`config.mk`:
```
export PLATFORM = sky130hd
export DESIGN_NAME = victim_sel_plru
export DESIGN_NICKNAME = d
export VERILOG_FILES = /design/src/rtl/victim_sel_plru.sv
export SDC_FILE = /design/constraint.sdc
export NUM_CORES = 1
export LEC_CHECK = 0
export CAP_MARGIN = 40
export CELL_PAD_IN_SITES_DETAIL_PLACEMENT = 2
export CELL_PAD_IN_SITES_GLOBAL_PLACEMENT = 2
export CORE_MARGIN = 2
export CORE_UTILIZATION = 30
export DETAILED_ROUTE_END_ITERATION = 10
export DONT_BUFFER_PORTS = 1
export PLACE_DENSITY = 0.68
export SLEW_MARGIN = 0
export SYNTH_ARGS = -nofsm -noshare
export SYNTH_HDL_FRONTEND = slang
export SYNTH_SLANG_ARGS = --single-unit
```
`constraint.sdc`:
```
create_clock -name clk -period 3.2 [get_ports clk]
set_input_delay 0.32 -clock clk [delete_from_list [all_inputs] [get_ports clk]]
set_output_delay 0.32 -clock clk [all_outputs]
set_load 0.02 [all_outputs]
```
`src/rtl/victim_sel_plru.sv`:
```
// Per-set tree pseudo-LRU victim selector for N-way set-associative caches.
// Victim priority: lowest invalid way, then (optionally) lowest clean way, then the PLRU way.
module victim_sel_plru #(
  parameter int NUM_WAYS    = 4,
  parameter int NUM_SETS    = 64,
  parameter int DIRTY_AWARE = 1,
  localparam int WAY_W      = $clog2(NUM_WAYS),
  localparam int SET_W      = $clog2(NUM_SETS)
) (
  input  logic                clk,
  input  logic                rst,
  input  logic                en,
  input  logic                sel_req,
  input  logic [SET_W-1:0]    sel_set,
  input  logic [NUM_WAYS-1:0] line_valid,
  input  logic [NUM_WAYS-1:0] line_dirty,
  input  logic                touch_en,
  input  logic [SET_W-1:0]    touch_set,
  input  logic [WAY_W-1:0]    touch_way,
  output logic                sel_ack,
  output logic [WAY_W-1:0]    victim,
  output logic                victim_dirty
);

  localparam int NODES = NUM_WAYS - 1;

  logic [NODES-1:0]    tree_reg [NUM_SETS];
  logic [NODES-1:0]    sel_row;
  logic [NODES-1:0]    touch_cur;
  logic [NODES-1:0]    touch_next;
  logic [NUM_WAYS-1:0] plru_hot;
  logic [WAY_W-1:0]    plru_way;
  logic [WAY_W-1:0]    inv_way;
  logic [WAY_W-1:0]    clean_way;
  logic [WAY_W-1:0]    victim_next;
  logic                victim_dirty_next;
  logic                sel_ack_reg;
  logic [WAY_W-1:0]    victim_reg;
  logic                victim_dirty_reg;
  logic                accept;
  logic                touch;

  assign accept    = en & sel_req;
  assign touch     = en & touch_en;
  assign sel_row   = tree_reg[sel_set];
  assign touch_cur = tree_reg[touch_set];

  // Node gi sits at level LVL, position POS; it is on the touch path when the
  // top LVL bits of touch_way equal POS, and then points to the sibling subtree.
  for (genvar gi = 0; gi < NODES; gi++) begin : g_touch
    localparam int LVL = $clog2(gi + 2) - 1;
    localparam int POS = gi - (2 ** LVL - 1);
    logic on_path;
    if (LVL == 0) begin : g_root
      assign on_path = 1'b1;
    end else begin : g_inner
      assign on_path = (touch_way[WAY_W-1 -: LVL] == LVL'(POS));
    end
    assign touch_next[gi] = on_path ? ~touch_way[WAY_W-1-LVL] : touch_cur[gi];
  end

  // Way gi is the PLRU way when every node on its path points toward it.
  for (genvar gi = 0; gi < NUM_WAYS; gi++) begin : g_plru
    logic [WAY_W-1:0] lvl_ok;
    for (genvar gl = 0; gl < WAY_W; gl++) begin : g_lvl
      localparam int NODE = (2 ** gl) - 1 + (gi >> (WAY_W - gl));
      localparam int DIR  = (gi >> (WAY_W - 1 - gl)) & 1;
      assign lvl_ok[gl] = (sel_row[NODE] == 1'(DIR));
    end
    assign plru_hot[gi] = &lvl_ok;
  end

  always_comb begin
    plru_way  = '0;
    inv_way   = '0;
    clean_way = '0;
    for (int i = NUM_WAYS - 1; i >= 0; i--) begin
      if (plru_hot[i])
        plru_way = WAY_W'(i);
      if (!line_valid[i])
        inv_way = WAY_W'(i);
      if (!line_dirty[i])
        clean_way = WAY_W'(i);
    end
  end

  always_comb begin
    victim_next = plru_way;
    if (!(&line_valid))
      victim_next = inv_way;
    else if ((DIRTY_AWARE != 0) && line_dirty[plru_way] && !(&line_dirty))
      victim_next = clean_way;
    victim_dirty_next = line_dirty[victim_next];
  end

  always_ff @(posedge clk) begin
    if (rst) begin
      for (int s = 0; s < NUM_SETS; s++)
        tree_reg[s] <= '0;
    end else if (touch) begin
      tree_reg[touch_set] <= touch_next;
    end
  end

  always_ff @(posedge clk) begin
    if (rst) begin
      sel_ack_reg      <= 1'b0;
      victim_reg       <= '0;
      victim_dirty_reg <= 1'b0;
    end else begin
      sel_ack_reg <= accept;
      if (accept) begin
        victim_reg       <= victim_next;
        victim_dirty_reg <= victim_dirty_next;
      end
    end
  end

  assign sel_ack      = sel_ack_reg;
  assign victim       = victim_reg;
  assign victim_dirty = victim_dirty_reg;

endmodule

```
==> summary.md <==
| Metric | Value |
|---|---|
| Initial Util | `30.3%` |
| # port buffers | `0` |
| Via-to-Cell Ratio | `5.37` |
| PD cells | `492 nW/um2` |
| Die Area | `37200 um2` |
| HP Start | `touch_way[0]` |
| Chip width | `193 um` |
| Fraction of the mapped netlist area in simple logic gates | `20.5%` |
| Final core utilization | `33.2%` |
| Die Y | `193 um` |
| Sequential fraction of the synthesis area | `54.7%` |
| Net Count, Synth | `973` |
| Largest family of logic cells by synthesized area | `simple AND/OR/NAND/NOR gates` |
| Hold Path Class | `in -> reg` |
| Vias in the first global route | `7784` |
| Yosys warns | `0` |
| CTS H-Tree Depth | `4` |
| Final WL | `31.7 mm` |
| Crit-path slowest cell | `dlygate4sd3_1` |
| Design Power | `5760 uW` |
| Clock skew | `0.0131 ns` |
| Relative slew slack | `55.8%` |
| Layout cells sized above 1 | `24.0%` |
| Post-synth EDFFs | `192` |
| GRT Resource Usage Total | `17.7%` |
| Final worst slack | `0.130 ns` |
| Grt total ovfl | `0` |
| Hold depth | `1` |
| Max clock buf depth | `2` |
| Post-synth top flop | `edfxtp_1` |
| Residual DRC | `0` |
| Final Slew Violations | `0` |
| Clock root cell | `clkbuf_16` |
| Antenna diodes | `0` |
| Synth Area in XOR/XNOR | `0%` |
| Worst-path fanout max | `4` |
| Fill cells | `3737` |
| Synth unique cells | `51` |
| Max reg flops | `192` |
| Fmax | `0.326 GHz` |
| Post-DR wirelength/cell | `23.2 um` |
| FF-to-FF path depth | `10` |
| Fin nets | `919` |
| Required time worst endpoint | `3.54 ns` |
| Max cap viols | `0` |
| Capturing point of the worst reg2reg path | `victim[1]` |
| Worst R2R Start | `tree_reg[6][0]` |
| Dpl cells | `1332` |
| First-pass GRT wire length | `48.7 mm` |
| P&R area growth vs syn | `9.48%` |
| Lkg Pwr | `0.00404 uW` |
| Post-CTS Repair Setup Buffers | `0` |
| # IOs | `31` |
| Area leader, netlist | `edfxtp_1` |
| Crit path DAT | `3.41 ns` |
| Async SR Flop Fraction | `0%` |
| Initial DRC count | `492` |
| Post-synthesis mux area share | `11.5%` |
| TritonCTS Sinks | `196` |
| Avg Cell Area, Syn | `11.3 um2` |
| Hold Path Sink | `tree_reg[25][1]` |
| Final ANT Viol Nets | `0` |
| #FFs+latches synth | `196` |
| CTS buffer count | `17` |
| Post-synth design cell area | `10700 um2` |
| Post-synth top area share | `53.9%` |
| Post-synthesis adder-cell area fraction | `0%` |
| Synth Area in Compound Gates | `9.15%` |
| Site row count | `69` |
| Critical Path Stages | `10` |
| Final period util | `95.9%` |
| Crit-path leading delay family | `compound AO/OA/AOI/OAI gates` |
| CTS clk-pin slew, worst paths | `0.09 ns` |
| Core area | `35300 um2` |
| Largest net degree at the start of global routing | `197` |
| Min Clock Period, post-route | `3.07 ns` |
| Clk Latency, worst-skew pair | `0.45 ns` |
| Pre-CTS WS | `0.0446 ns` |
| RePlAce Congestion | `0.763` |
| Fin. Hold Viols | `0` |
| VDD IR max | `280 uV` |
| Worst-margin pin slew | `0.663 ns` |
| TritonCTS clock tree | `yes` |
| Drt pass-1 iters | `4` |
| Fin cells | `1366` |
| Final setup viols | `0` |
| Critical path startpoint category | `register` |
| Max incr delay on CP | `0.55 ns` |
| Top area cells in the synthesized netlist | `edfxtp_1 (54%), a31o_2 (5.2%), nor2_1 (5.1%)` |
| WP buf/inv | `2` |
| Post-Route Setup TNS | `0 ns` |
| RSZ-0062 raised after global routing | `no` |
| DP Wirelength | `19.7 mm` |
| Post-Syn Instances | `946` |
| Status | `finished, final reports clean` |
| Initial antenna violation count | `0` |
| Setup crit end kind | `register` |
| Critical path class | `reg -> reg` |
| Via count | `7330` |
| Crit path cell chain | `mux4_1, mux2i_1, a221oi_1, a22oi_1, buf_4, a31oi_1, a211o_1, nand2_1, a311oi_1, dlygate4sd3_1` |
| Flop2flop setup slack | `0.13 ns` |
==> cells in the final DEF (no fill, tap or decap), types with 6 or more instances in the layout <==
cell type and n:
mux4_1 13, a22oi_1 20, edfxtp_1 192, nand2_1 79, nor2_1 144, a31o_2 64
clkbuf_16 17, nor3_1 64, a21oi_1 7, nand2b_1 69, nand3_1 9, mux2i_1 41
inv_1 6, mux4_2 19, or2_2 65, buf_4 19
==> cells in the mapped netlist, types with 4 or more instances <==
cell and instances:
a31o_2 64, mux2i_1 44, nor3_1 67, nor2_1 144
edfxtp_1 192, nand2b_1 70, clkbuf_1 77, mux4_1 13
nor2b_1 4, inv_1 6, or2_2 65, nand2_1 79
buf_2 5, buf_1 5, and2_1 4, dfxtp_1 4
nand3_1 9, buf_4 4, a22oi_1 20, mux4_2 19
a21oi_1 7
==> per-stage QoR <==
stage	cell area, um2	hold WS, ns
2_1_floorplan	10700	0.430
3_3_place_gp	11000	0.409
3_5_place_dp	11100	0.423
4_1_cts	11700	0.0492
5_1_grt	11700	0.0552
6_report	11700	0.0642
==> area by class of cell <==
| cell class | count | area, um2 | area share [%] |
|---|---|---|---|
| Clock buffer | 17 | 425 | 3.63 |
| Tap cell | 461 | 577 | 4.93 |
| Inverter | 6 | 22.5 | 0.192 |
| Clock inverter | 15 | 188 | 1.60 |
| Multi-Input combinational cell | 649 | 4470 | 38.1 |
| Timing Repair Buffer | 22 | 183 | 1.56 |
| Sequential cell | 196 | 5850 | 49.9 |
==> kinds of logic (layout without fill, tap and decap cells) <==
| family | Yosys count | in the layout |
|---|---|---|
| AND/OR/NAND/NOR | 454 | 454 |
| flip-flops | 196 | 196 |
| AO/OA/AOI/OAI | 117 | 117 |
| buffers and inverters | 101 | 60 |
| multiplexers | 78 | 78 |
==> routing by layer <==
metal | vias to the layer above | part of all wire, % | wire, um | GRT usage [%]
li1 | 3347 | - | - | -
met1 | 3860 | 46 | 14700 | 24.1
met2 | 107 | 49 | 15500 | 29.4
met3 | 16 | 3.8 | 1210 | 3.18
met4 | 0 | 0.96 | 304 | 3.90
met5 | - | 0 | 0 | 0
==> worst max-delay path by stage <==
| stage | from | to | slack, ns |
|---|---|---|---|
| after global placement | sel_set[0] | victim_dirty | 0.10 |
| after detailed placement | sel_set[0] | victim_dirty | 0.04 |
| after floorplan | sel_set[0] | victim_dirty | 0.19 |
| after CTS | tree_reg[59][1] | victim_dirty | 0.04 |
| final | tree_reg[6][0] | victim[1] | 0.13 |
| after global routing | tree_reg[33][0] | victim[1] | 0.02 |
==> worst reg2reg max path: cells and delay by family, from the launching register on <==
kind                   cells  cell delay (ns)
buffers and inverters      2             0.73
and+or+nand+nor            1             0.13
AOI/OAI and AO/OA          5             0.85
DFF                        1             0.40
muxes                      2             0.83
==> what timing repair did <==
item,4_1_cts,5_1_grt
setup endpoints to repair,0,3
hold buffers,2,0
gates resized for setup,0,4
hold endpoints to repair,3,0
==> report_power, final <==
part / leakage [uW] / switching (uW) / internal (uW)
Clock: 0.000303 / 1100 / 1190
Combinational: 0.00188 / 233 / 253
Sequential: 0.00186 / 45.5 / 2940
Note: power is estimated with default switching activity, not from simulation.
